==> config.mk <==
export PLATFORM = sky130hd
export DESIGN_NAME = mcycle_unit
export DESIGN_NICKNAME = d
export VERILOG_FILES = /design/src/rtl/mcycle_pkg.sv /design/src/rtl/mcycle_sign_fix.sv /design/src/rtl/mcycle_unit.sv
export SDC_FILE = /design/constraint.sdc
export NUM_CORES = 1
export LEC_CHECK = 0
export CORE_MARGIN = 1.5
export CORE_UTILIZATION = 55
export DETAILED_ROUTE_END_ITERATION = 10
export GPL_TIMING_DRIVEN = 0
export PLACE_DENSITY = 0.76
export SYNTH_ARGS = -nofsm -noshare
export SYNTH_HDL_FRONTEND = slang
export SYNTH_HIERARCHICAL = 1
export SYNTH_SLANG_ARGS = --single-unit
export TNS_END_PERCENT = 10
==> constraint.sdc <==
create_clock -name CLK -period 20.5 [get_ports CLK]
set_input_delay 3.075 -clock CLK [delete_from_list [all_inputs] [get_ports CLK]]
set_output_delay 3.075 -clock CLK [all_outputs]
set_load 0.05 [all_outputs]
==> src/rtl/mcycle_pkg.sv <==
// Shared definitions for the multi-cycle multiply/divide unit.
package mcycle_pkg;

  localparam int unsigned WIDTH_DEF = 32;
  localparam int unsigned N_ITER    = 32;
  localparam int unsigned CNT_W     = 5;
  localparam int unsigned ADD_W     = WIDTH_DEF + 1;

  localparam logic [CNT_W-1:0] LAST_ITER = CNT_W'(N_ITER - 1);

  typedef enum logic [1:0] {
    MUL_S = 2'b00,
    MUL_U = 2'b01,
    DIV_S = 2'b10,
    DIV_U = 2'b11
  } op_e;

  typedef logic [0:0] state_t;
  localparam state_t S_IDLE    = 1'b0;
  localparam state_t S_COMPUTE = 1'b1;

  // Single shared adder/subtractor used by both shift-add and restoring division.
  function automatic logic [ADD_W-1:0] addsub(input logic [ADD_W-1:0] a,
                                              input logic [ADD_W-1:0] b,
                                              input logic             sub);
    return a + (sub ? ~b : b) + {{(ADD_W-1){1'b0}}, sub};
  endfunction

endpackage

==> src/rtl/mcycle_sign_fix.sv <==
// Operand magnitude extraction at start, and sign restoration of the raw result.
module mcycle_sign_fix
  import mcycle_pkg::*;
#(
  parameter int unsigned WIDTH = WIDTH_DEF
) (
  input  op_e                  op_i,
  input  logic [WIDTH-1:0]     a_i,
  input  logic [WIDTH-1:0]     b_i,
  output logic [WIDTH-1:0]     a_mag_o,
  output logic [WIDTH-1:0]     b_mag_o,
  output logic                 a_neg_o,
  output logic                 b_neg_o,
  output logic                 b_zero_o,
  input  op_e                  fin_op_i,
  input  logic                 fin_a_neg_i,
  input  logic                 fin_b_neg_i,
  input  logic                 fin_b_zero_i,
  input  logic [2*WIDTH-1:0]   raw_i,
  output logic [2*WIDTH-1:0]   res_o
);

  logic             signed_op;
  logic [WIDTH-1:0] quo;
  logic [WIDTH-1:0] rem;

  assign signed_op = (op_i == MUL_S) || (op_i == DIV_S);
  assign a_neg_o   = signed_op & a_i[WIDTH-1];
  assign b_neg_o   = signed_op & b_i[WIDTH-1];
  assign a_mag_o   = a_neg_o ? -a_i : a_i;
  assign b_mag_o   = b_neg_o ? -b_i : b_i;
  assign b_zero_o  = (b_i == '0);

  always_comb begin
    res_o = raw_i;
    quo   = raw_i[WIDTH-1:0];
    rem   = raw_i[2*WIDTH-1:WIDTH];
    if ((fin_op_i == MUL_S) || (fin_op_i == MUL_U)) begin
      if (fin_a_neg_i ^ fin_b_neg_i) res_o = -raw_i;
    end else begin
      // Zero divisor: all-ones quotient; remainder already carries the dividend magnitude.
      if (fin_b_zero_i)                    quo = '1;
      else if (fin_a_neg_i ^ fin_b_neg_i)  quo = -quo;
      if (fin_a_neg_i)                     rem = -rem;
      res_o = {rem, quo};
    end
  end

endmodule

==> src/rtl/mcycle_unit.sv <==
// 32-iteration multi-cycle multiplier/divider sharing one shift register and one adder.
module mcycle_unit
  import mcycle_pkg::*;
#(
  parameter int unsigned WIDTH = WIDTH_DEF
) (
  input  logic             CLK,
  input  logic             RESET,
  input  logic             Start,
  input  logic [1:0]       MCycleOp,
  input  logic [WIDTH-1:0] Operand1,
  input  logic [WIDTH-1:0] Operand2,
  output logic [WIDTH-1:0] Result1,
  output logic [WIDTH-1:0] Result2,
  output logic             Busy
);

  state_t               state_q, state_d;
  logic [CNT_W-1:0]     cnt_q, cnt_d;
  op_e                  op_q, op_d;
  logic [2*WIDTH-1:0]   sreg_q, sreg_d;
  logic [WIDTH-1:0]     mcand_q, mcand_d;
  logic                 a_neg_q, a_neg_d;
  logic                 b_neg_q, b_neg_d;
  logic                 b_zero_q, b_zero_d;
  logic [WIDTH-1:0]     res1_q, res1_d;
  logic [WIDTH-1:0]     res2_q, res2_d;

  logic [WIDTH-1:0]     a_mag, b_mag;
  logic                 a_neg, b_neg, b_zero;
  logic [2*WIDTH-1:0]   res_fix;

  logic                 is_div;
  logic [WIDTH-1:0]     hi, lo;
  logic [WIDTH:0]       add_a, add_b, sum, mul_acc;
  logic [2*WIDTH-1:0]   sreg_step;

  mcycle_sign_fix #(.WIDTH(WIDTH)) u_sign_fix (
    .op_i        (op_e'(MCycleOp)),
    .a_i         (Operand1),
    .b_i         (Operand2),
    .a_mag_o     (a_mag),
    .b_mag_o     (b_mag),
    .a_neg_o     (a_neg),
    .b_neg_o     (b_neg),
    .b_zero_o    (b_zero),
    .fin_op_i    (op_q),
    .fin_a_neg_i (a_neg_q),
    .fin_b_neg_i (b_neg_q),
    .fin_b_zero_i(b_zero_q),
    .raw_i       (sreg_step),
    .res_o       (res_fix)
  );

  assign Busy    = ((state_q == S_IDLE) && Start) || (state_q == S_COMPUTE);
  assign Result1 = res1_q;
  assign Result2 = res2_q;

  // Multiply: {hi,lo} = {accumulator, multiplier}, shifting right.
  // Divide:   {hi,lo} = {partial remainder, dividend/quotient}, shifting left.
  always_comb begin
    is_div    = (op_q == DIV_S) || (op_q == DIV_U);
    hi        = sreg_q[2*WIDTH-1:WIDTH];
    lo        = sreg_q[WIDTH-1:0];
    add_b     = {1'b0, mcand_q};
    add_a     = is_div ? {hi, lo[WIDTH-1]} : {1'b0, hi};
    sum       = addsub(add_a, add_b, is_div);
    mul_acc   = lo[0] ? sum : add_a;
    if (is_div) begin
      if (!sum[WIDTH]) sreg_step = {sum[WIDTH-1:0], lo[WIDTH-2:0], 1'b1};
      else             sreg_step = {add_a[WIDTH-1:0], lo[WIDTH-2:0], 1'b0};
    end else begin
      sreg_step = {mul_acc, lo[WIDTH-1:1]};
    end
  end

  always_comb begin
    state_d  = state_q;
    cnt_d    = cnt_q;
    op_d     = op_q;
    sreg_d   = sreg_q;
    mcand_d  = mcand_q;
    a_neg_d  = a_neg_q;
    b_neg_d  = b_neg_q;
    b_zero_d = b_zero_q;
    res1_d   = res1_q;
    res2_d   = res2_q;
    case (state_q)
      S_IDLE: begin
        if (Start) begin
          state_d  = S_COMPUTE;
          cnt_d    = '0;
          op_d     = op_e'(MCycleOp);
          a_neg_d  = a_neg;
          b_neg_d  = b_neg;
          b_zero_d = b_zero;
          if (MCycleOp[1]) begin
            sreg_d  = {{WIDTH{1'b0}}, a_mag};
            mcand_d = b_mag;
          end else begin
            sreg_d  = {{WIDTH{1'b0}}, b_mag};
            mcand_d = a_mag;
          end
        end
      end
      S_COMPUTE: begin
        sreg_d = sreg_step;
        cnt_d  = cnt_q + 1'b1;
        if (cnt_q == LAST_ITER) begin
          state_d = S_IDLE;
          cnt_d   = '0;
          res1_d  = res_fix[WIDTH-1:0];
          res2_d  = res_fix[2*WIDTH-1:WIDTH];
        end
      end
      default: state_d = S_IDLE;
    endcase
  end

  always_ff @(posedge CLK or negedge RESET) begin
    if (!RESET) begin
      state_q  <= S_IDLE;
      cnt_q    <= '0;
      op_q     <= MUL_S;
      sreg_q   <= '0;
      mcand_q  <= '0;
      a_neg_q  <= 1'b0;
      b_neg_q  <= 1'b0;
      b_zero_q <= 1'b0;
      res1_q   <= '0;
      res2_q   <= '0;
    end else begin
      state_q  <= state_d;
      cnt_q    <= cnt_d;
      op_q     <= op_d;
      sreg_q   <= sreg_d;
      mcand_q  <= mcand_d;
      a_neg_q  <= a_neg_d;
      b_neg_q  <= b_neg_d;
      b_zero_q <= b_zero_d;
      res1_q   <= res1_d;
      res2_q   <= res2_d;
    end
  end

endmodule

== Yosys cells after proc, flatten, opt, wreduce, memory -nomap -nowiden ==
Cells that the tools add are included.

* Reductions and logical operators: 10
* Bitwise gates (word level): 5
* Multiplexer cells: 22
* $add $sub $neg: 8
* Equal/unequal tests: 6

{| class="wikitable"
|+ Operators with widths
! operator !! number
|-
| $mux 64 || 5
|-
| $mux 32 || 7
|-
| $neg 32->32 || 4
|-
| $pmux 64 s2 || 1
|-
| $mux 33 || 3
|-
| $neg 64->64 || 1
|-
| $add 33x1->33 || 1
|-
| $add 33x33->33 || 1
|-
| $not 32->33 || 1
|-
| $logic_not 32->1 || 1
|-
| $mux 5 || 2
|-
| $pmux 5 s2 || 1
|-
| $eq 2x2->1 const B || 3
|-
| $add 5x1->5 const B || 1
|-
| $eq 5x5->1 const B || 1
|-
| $logic_not 2->1 || 2
|-
| $logic_or 1x1->1 || 4
|-
| $reduce_and 2->1 || 2
|-
| $and 1x1->1 || 2
|-
| $eq 2x1->1 const B || 1
|-
| $mux 1 || 2
|-
| $ne 2x2->1 const B || 1
|-
| $pmux 1 s2 || 1
|-
| $logic_and 1x1->1 || 1
|-
| other kinds (2) || 2
|}

* Register bits after elaboration: 171
* Bits of input ports: 69
* Logic and storage cells: 61

== Depth between registers and ports, before layout ==
Gate-level depths: netlist (run 1).

* Depth in word-level cells: 11
* Depth in mapped cells: 28

== Cells and area by module ==
The synthesis (run 1) kept the hierarchy.

{| class="wikitable"
|+ Modules (own cells, without submodules)
! module !! cells each !! sequential area each (sq um) !! times used !! area each (sq um)
|-
| mcycle_unit || 1,320 || 4,279.1 || 1 || 12,172.9
|-
| mcycle_sign_fix || 533 || 0.0 || 1 || 3,248.1
|}

== Least setup slack after synthesis (run 1) ==
OpenSTA, ideal clock, no wires.

* Path kind: register to register
* Start point: register op_q[1]
* End point: register res2_q[20] (netlist: Result2[20])
* Path slack: 13,122 ps
* Arrival time: 7,253 ps
* Setup time: 125 ps
* Clock period less this slack: 7,378 ps
* Path buffers: 8
* Stages on the path, launching flop included: 27
* Path through: dfrtp_1 -> buf_2 -> buf_2 -> clkbuf_1 -> clkbuf_1 -> clkbuf_1 -> clkbuf_1 -> xor2_1 -> ha_1 -> buf_4 -> and3_4 -> nand2_2 -> or4_4 -> or2_1 -> o21bai_4 -> a31oi_4 -> or2_4 -> buf_2 -> mux2i_1 -> mux2i_1 -> or4_4 -> or4_4 -> or3_4 -> or4_4 -> a21oi_2 -> xnor2_1 -> mux2_2

* Cells in the longest elaborated chain, start to end: 10

{| class="wikitable"
|+ Ends and longest elaborated chain
! element !! RTL line !! text
|-
| from (decl) || mcycle_unit.sv:20 || <nowiki>op_e op_q, op_d;</nowiki>
|-
| from (signal assigned) || mcycle_unit.sv:135 || <nowiki>op_q <= op_d;</nowiki>
|-
| $eq 2x2->1 || mcycle_unit.sv:62 || <nowiki>is_div = (op_q == DIV_S) || (op_q == DIV_U);</nowiki>
|-
| $logic_or 1x1->1 * || mcycle_unit.sv:62 ||
|-
| $mux 33 (on tied branches) || mcycle_unit.sv:66, mcycle_pkg.sv:26 ||
|-
| $add 33x33->33 || mcycle_pkg.sv:26 || <nowiki>return a + (sub ? ~b : b) + {{(ADD_W-1){1'b0}}, sub};</nowiki>
|-
| $add 33x1->33 || mcycle_pkg.sv:26 ||
|-
| $mux 33 / $mux 64 (equally long branches) || mcycle_unit.sv:68, mcycle_unit.sv:70 ||
|-
| $mux 64 * || mcycle_unit.sv:69 || <nowiki>if (is_div) begin</nowiki>
|-
| named net sreg_step[38] || mcycle_unit.sv:36 || <nowiki>logic [2*WIDTH-1:0] sreg_step;</nowiki>
|-
| $neg 64->64 / $neg 32->32 (equally long branches) || mcycle_sign_fix.sv:39, mcycle_sign_fix.sv:44 ||
|-
| $mux 64 / $mux 32 (equally long branches) || mcycle_sign_fix.sv:39, mcycle_sign_fix.sv:44 ||
|-
| $mux 64 * || mcycle_sign_fix.sv:38 || <nowiki>if ((fin_op_i == MUL_S) || (fin_op_i == MUL_U)) begin</nowiki>
|-
| named net res_fix[52] || mcycle_unit.sv:31 || <nowiki>logic [2*WIDTH-1:0] res_fix;</nowiki>
|-
| to (signal assigned) || mcycle_unit.sv:142 || <nowiki>res2_q <= res2_d;</nowiki>
|-
| to (decl) || mcycle_unit.sv:27 || <nowiki>logic [WIDTH-1:0] res2_q, res2_d;</nowiki>
|}

Mark *: on every way through the listed nets, which the timed path passes. The rest lies on a longest branch.
A chain may end at the register's enable or synchronous reset.

== Worst setup path in the final report (run 1) ==
* Start point: register op_q[1]
* End point: register res2_q[30] (netlist: Result2[30])

* Cells in the longest elaborated chain, start to end: 10

{| class="wikitable"
|+ Ends and longest elaborated chain
! element !! RTL line !! text
|-
| $eq 2x2->1 || mcycle_unit.sv:62 ||
|-
| $logic_or 1x1->1 * || mcycle_unit.sv:62 ||
|-
| $mux 33 (on tied branches) || mcycle_unit.sv:66, mcycle_pkg.sv:26 ||
|-
| $add 33x33->33 || mcycle_pkg.sv:26 ||
|-
| $add 33x1->33 || mcycle_pkg.sv:26 ||
|-
| $mux 64 || mcycle_unit.sv:70 || <nowiki>if (!sum[WIDTH]) sreg_step = {sum[WIDTH-1:0], lo[WIDTH-2:0], 1'b1};</nowiki>
|-
| $mux 64 * || mcycle_unit.sv:69 ||
|-
| named net sreg_step[0] || mcycle_unit.sv:36 ||
|-
| $neg 64->64 * || mcycle_sign_fix.sv:39 || <nowiki>if (fin_a_neg_i ^ fin_b_neg_i) res_o = -raw_i;</nowiki>
|-
| $mux 64 * || mcycle_sign_fix.sv:39 ||
|-
| $mux 64 * || mcycle_sign_fix.sv:38 ||
|-
| named net res_fix[62] || mcycle_unit.sv:31 ||
|}

Marks and branches as above.

==> results of run 1 <==
[routing by layer]
metal | up-vias | global-route usage | routed length [um]
li1 | 7070 | - | -
met1 | 7479 | 0.4754 | 21980
met2 | 805 | 0.5871 | 23800
met3 | 170 | 0.06000 | 4001
met4 | 0 | 0.1924 | 2917
met5 | - | 0 | 0
[worst max path at each step]
stage / to / slack [ns] / cells past startpoint
3_5_place_dp: Result2[30] / 11.04 / 26
3_3_place_gp: Result1[11] / 9.20 / 1
2_1_floorplan: Result2[20] / 13.12 / 26
4_1_cts: Result2[30] / 10.97 / 26
6_report: Result2[30] / 10.56 / 24
5_1_grt: Result2[22] / 10.16 / 25
[sequential cells by signal, summed over array words and instances (netlist names)]
register,cells
sreg_q,64
Result1,32
Result2,32
mcand_q,32
cnt_q,5
a_neg_q,1
b_neg_q,1
b_zero_q,1
op_q,1
state_q,1
[per-stage QoR]
stage               instances  hold WS, ns
floorplan                1851       0.4689
global placement         2361       0.4825
detailed placement       2362       0.4920
CTS                      2394       0.5091
global route             2394       0.5177
finish                   2394       0.5054
[cells in the final DEF (no fill, tap or decap), drive strengths merged, types with 21 or more instances in the layout]
master,n
a21o,29
mux2,127
nor3,42
ha,34
a21oi,127
inv,42
nand2,191
or3,25
clkbuf,100
dfrtp,170
xor2,92
nor2,149
clkdlybuf4s50,131
nand3,34
a31oi,32
o21ai,144
nor4,30
a211oi,21
buf,35
mux2i,97
xnor2,76
[area by class of cell]
cell class                 instances  area [um2]
multi-input combinational       1530       10500
fill                            2394        9839
sequential                       170        4254
timing repair buffer             133        1354
buffer                           116       498.0
tap                              378       473.0
clock buffer                      17       425.4
clock inverter                    15       152.6
inverter                          35       131.4
[worst register-to-register path: cells and delay by family, from the launching register on]
family                     cells  cell delay, ns
muxes                          2            0.61
DFF                            1            0.61
xor gates and xnor gates       1            0.20
AOI/OAI and AO/OA              4            1.95
adders and majority gates      2            0.62
and+or+nand+nor                7            2.50
buffers and inverters          8            3.34
==> run summary, run 1 <==
Remaining global-route overflow -> 0
Crit share post-route -> 0.4848
Skew final -> 0.01434 ns
WL per Instance -> 22.01 um
Initial DRC Count -> 1645
Hold Buf Count CTS -> 0
CTS Root Cell -> clkbuf_16
PortBufs -> 132
Setup TNS -> 0 ns
Clock slew at reported path FFs -> 0.08 ns
Worst-Margin Slew -> 1.247 ns
Total core area -> 0.02763 mm2
Launch point of the worst hold path -> mcand_q[30]
HP Class -> reg -> reg
Antenna cell count -> 0
Largest net degree at the start of global routing -> 93
CP Buf/Inv Count -> 8
Share of cells above drive strength 1 -> 0.1121
Status -> finished, final reports clean
Final Hold Vio Count -> 0
Worst r2r src -> op_q[1]
Clock network latency to the later pin of the worst-skew pair -> 0.45 ns
Post-cts resize count -> 0
Nets -> 2107
Final setup viols -> 0
Row count -> 61
Path depth of the worst reg2reg path -> 24
CTS tree -> built
First-pass DRT Iterations -> 7
FMAX -> 0.1006 GHz
Design area -> 0.01779 mm2
Die width -> 170.3 um
Critical path class -> reg -> reg
Layout area overhead -> 15.63%
Max-cap violation count -> 0
WP data required -> 20.83 ns
Hold Crit Depth -> 2
Gate count after technology mapping -> 1851
Post-DP Area -> 0.01721 mm2
Antenna violations before repair -> 0
Slowest cell on the critical path -> o41ai_1
Crit path DAT -> 10.27 ns
Die area -> 0.02899 mm2
Vias in the first global route -> 14840
Final antenna-violating net count -> 0
Clock Sink Count -> 170
Slew Limit Headroom -> 0.1630
Final wirelength -> 52.69 mm
Pins Over Slew Limit -> 0
Critical path, cell by cell -> buf_2 -> buf_2 -> clkbuf_1 -> clkbuf_1 -> clkbuf_1 -> clkbuf_1 -> o21ai_0 -> ha_1 -> nand4_1 -> or4_4 -> or2_1 -> o21bai_4 -> and4_4 -> or2_4 -> buf_6 -> mux2_2 -> inv_1 -> ha_1 -> nor3b_1 -> nand4_1 -> o41ai_1 -> a21oi_1 -> xor2_1 -> mux2_2
HPWL Detailed -> 41.20 mm
Starting Density -> 0.5568
Die height -> 170.3 um
H-tree depth -> 4
Routability cong. -> 0.9837
IO Count -> 134
RR Endpoint -> Result2[30]
Gr usage total -> 0.3666
Synth Cell Area -> 0.01538 mm2
Routed vias -> 15520
Worst reg2reg setup slack -> 10.56 ns
RSZ-0062 raised after global routing -> false
CP Launch Type -> flop
Total number of yosys warnings -> 6
CTS buffer count -> 17
CTS max path bufs -> 2
Syn Area/Cell -> 8.312 um2
Post-Syn Nets -> 1955
Setup Buffers After CTS -> 0
Hold path endpoint -> mcand_q[30]
Pre-CTS WS -> 11.04 ns
Top cell by count, worst path -> clkbuf_1
CP Capture Type -> flop
Setup WS post-layout -> 10.56 ns
CP max stage delay -> 1.12 ns
First-pass GRT wire length -> 81.88 mm
Largest delay share family, worst path -> buffers and inverters
DR vias/cell -> 6.485
Layout Utilization -> 0.6439
Crit. Startpoint -> op_q[1]
DRC Markers -> 0
Post-layout minimum cycle time -> 9.939 ns
Worst-path fanout max -> 10
Power of run 1 is left out: the tool's default activity adds up to more than one toggle a clock period on the data nets, which glitch-free logic cannot reach.
==> run 2: changes to the inputs <==
Settings changed: CORE_UTILIZATION 55 to 54, PLACE_DENSITY 0.76 to 0.78.
Clock period 20.5 ns to 8.35 ns, I/O delays scaled along.
==> run 2 against run 1 <==
- count of clock-buffer cells in the layout increased by 2
- die area increased by 1.8%
- critical path depth increased by 1
- via count decreased by 1.4%
- register-to-register slack got worse by 10 ns
- largest cell class unchanged
==> run summary, run 2 (synthesis gave the netlist of run 1 again) <==
Status -> finished, final reports clean
Fillers -> 2501
Antenna cell count -> 0
Max reg flops -> 64
Setup TNS -> 0 ns
Starting Density -> 0.5507
Worst-Margin Slew -> 1.163 ns
Total core area -> 0.02793 mm2
Multi-input logic area -> 0.01054 mm2
Initial DRC Count -> 1688
Gr usage total -> 0.3665
FMAX -> 0.1225 GHz
PortBufs -> 132
CTS max path bufs -> 2
Clock Sink Count -> 170
Pins Over Slew Limit -> 0
Final antenna-violating net count -> 0
Die height -> 171.8 um
Remaining global-route overflow -> 0
Largest net degree at the start of global routing -> 106
Clock network latency to the later pin of the worst-skew pair -> 0.45 ns
Worst r2r src -> op_q[1]
Die width -> 171.8 um
WP data required -> 8.68 ns
Worst-path fanout max -> 10
CTS Root Cell -> clkbuf_16
Clock slew at reported path FFs -> 0.08 ns
IO Count -> 134
CP Launch Type -> flop
Reg with most FFs -> sreg_q
Final setup viols -> 0
Crit share post-route -> 0.9780
Setup Buffers After CTS -> 0
Share of cells above drive strength 1 -> 0.1222
First-pass GRT wire length -> 82.12 mm
H-tree depth -> 4
Crit. Startpoint -> op_q[1]
Row count -> 61
HPWL Detailed -> 41.60 mm
Final Hold Vio Count -> 0
RSZ-0062 raised after global routing -> false
CTS tree -> built
Max-cap violation count -> 0
RR Endpoint -> Result2[20]
Crit path DAT -> 8.50 ns
DR vias/cell -> 6.402
Skew final -> 0.01330 ns
Critical path class -> reg -> reg
DRC Markers -> 0
FF/Latch Area -> 0.004255 mm2
Most common cell after layout, fill and taps aside -> nand2_1
Nets -> 2105
Final wirelength -> 53.20 mm
Post-layout minimum cycle time -> 8.166 ns
WL per Instance -> 22.25 um
CP Capture Type -> flop
CTS buffer count -> 17
Antenna violations before repair -> 0
Layout area overhead -> 16.09%
Most frequent cells in the layout -> nand2_1 (190), dfrtp_1 (169), nor2_1 (147)
Worst reg2reg setup slack -> 0.18 ns
Routed vias -> 15310
Routability cong. -> 1.002
Die area -> 0.02951 mm2
Slew Limit Headroom -> 0.2196
HP Class -> reg -> reg
Path depth of the worst reg2reg path -> 25
Layout Utilization -> 0.6393
Vias in the first global route -> 14910
First-pass DRT Iterations -> 6
CP endpoint -> Result2[20]
run 2: cell type report:
cell class / instances / area share
Multi-Input combinational cell: 1530 / 0.5901
Sequential cell: 170 / 0.2383
Timing Repair Buffer: 133 / 0.07580
Buffer: 114 / 0.02935
Tap cell: 378 / 0.02648
Clock buffer: 19 / 0.02536
Inverter: 35 / 0.007356
Clock inverter: 12 / 0.007286
run 2: timing repair:
action                                  CTS  global route
pin swaps                                 0             0
hold buffers                              0             0
endpoints found under the setup margin   49            30
resized for setup                        15            18
run 2: worst max-delay path: stages, from the launching register on:
cell and delay [ns]:
dfrtp_2 0.51, buf_2 0.25, buf_2 0.28, clkbuf_4 0.30, clkbuf_4 0.28, clkbuf_4 0.28
clkbuf_4 0.28, o21ai_0 0.26, ha_1 0.36, buf_2 0.19, nand4_1 0.16, or4_4 0.57
or2_1 0.26, o21bai_4 0.22, a31oi_4 0.27, or2_4 0.18, clkbuf_4 0.25, mux2i_2 0.35
mux2i_2 0.23, or4_4 0.59, or4_4 0.57, or3_4 0.38, or4_4 0.49, a21oi_2 0.16
xnor2_1 0.08, mux2_2 0.27
run 2: per-layer routing:
| layer | vias to the layer above | wire length, um | track usage |
|---|---|---|---|
| met5 | - | 0 | 0 |
| met4 | 0 | 3061 | 0.2034 |
| met3 | 178 | 4100 | 0.04740 |
| met2 | 784 | 24160 | 0.5899 |
| met1 | 7272 | 21870 | 0.4765 |
| li1 | 7074 | - | - |
run 2: metrics by stage:
step	setup slack, ns	area [um2]	hold slack, ns	cells
after floorplan	0.9725	15380	0.4689	1851
after global placement	-1.247	17180	0.4844	2361
after detailed placement	-1.191	17210	0.4917	2362
after CTS	0.03105	17820	0.5083	2392
after global routing	0.03082	17860	0.5208	2391
final	0.1839	17860	0.4998	2391
run 2: worst min path at each step:
| stage | from | endpoint | slack (ns) | depth (start not counted) |
|---|---|---|---|---|
| final | mcand_q[10] | mcand_q[10] | 0.50 | 2 |
| after global placement | mcand_q[17] | mcand_q[17] | 0.48 | 2 |
| after CTS | mcand_q[17] | mcand_q[17] | 0.51 | 2 |
| after detailed placement | Result2[30] | Result2[30] | 0.49 | 1 |
| after global routing | mcand_q[17] | mcand_q[17] | 0.52 | 2 |
| after floorplan | mcand_q[10] | mcand_q[10] | 0.47 | 2 |
Power of run 2 is left out for the same reason.
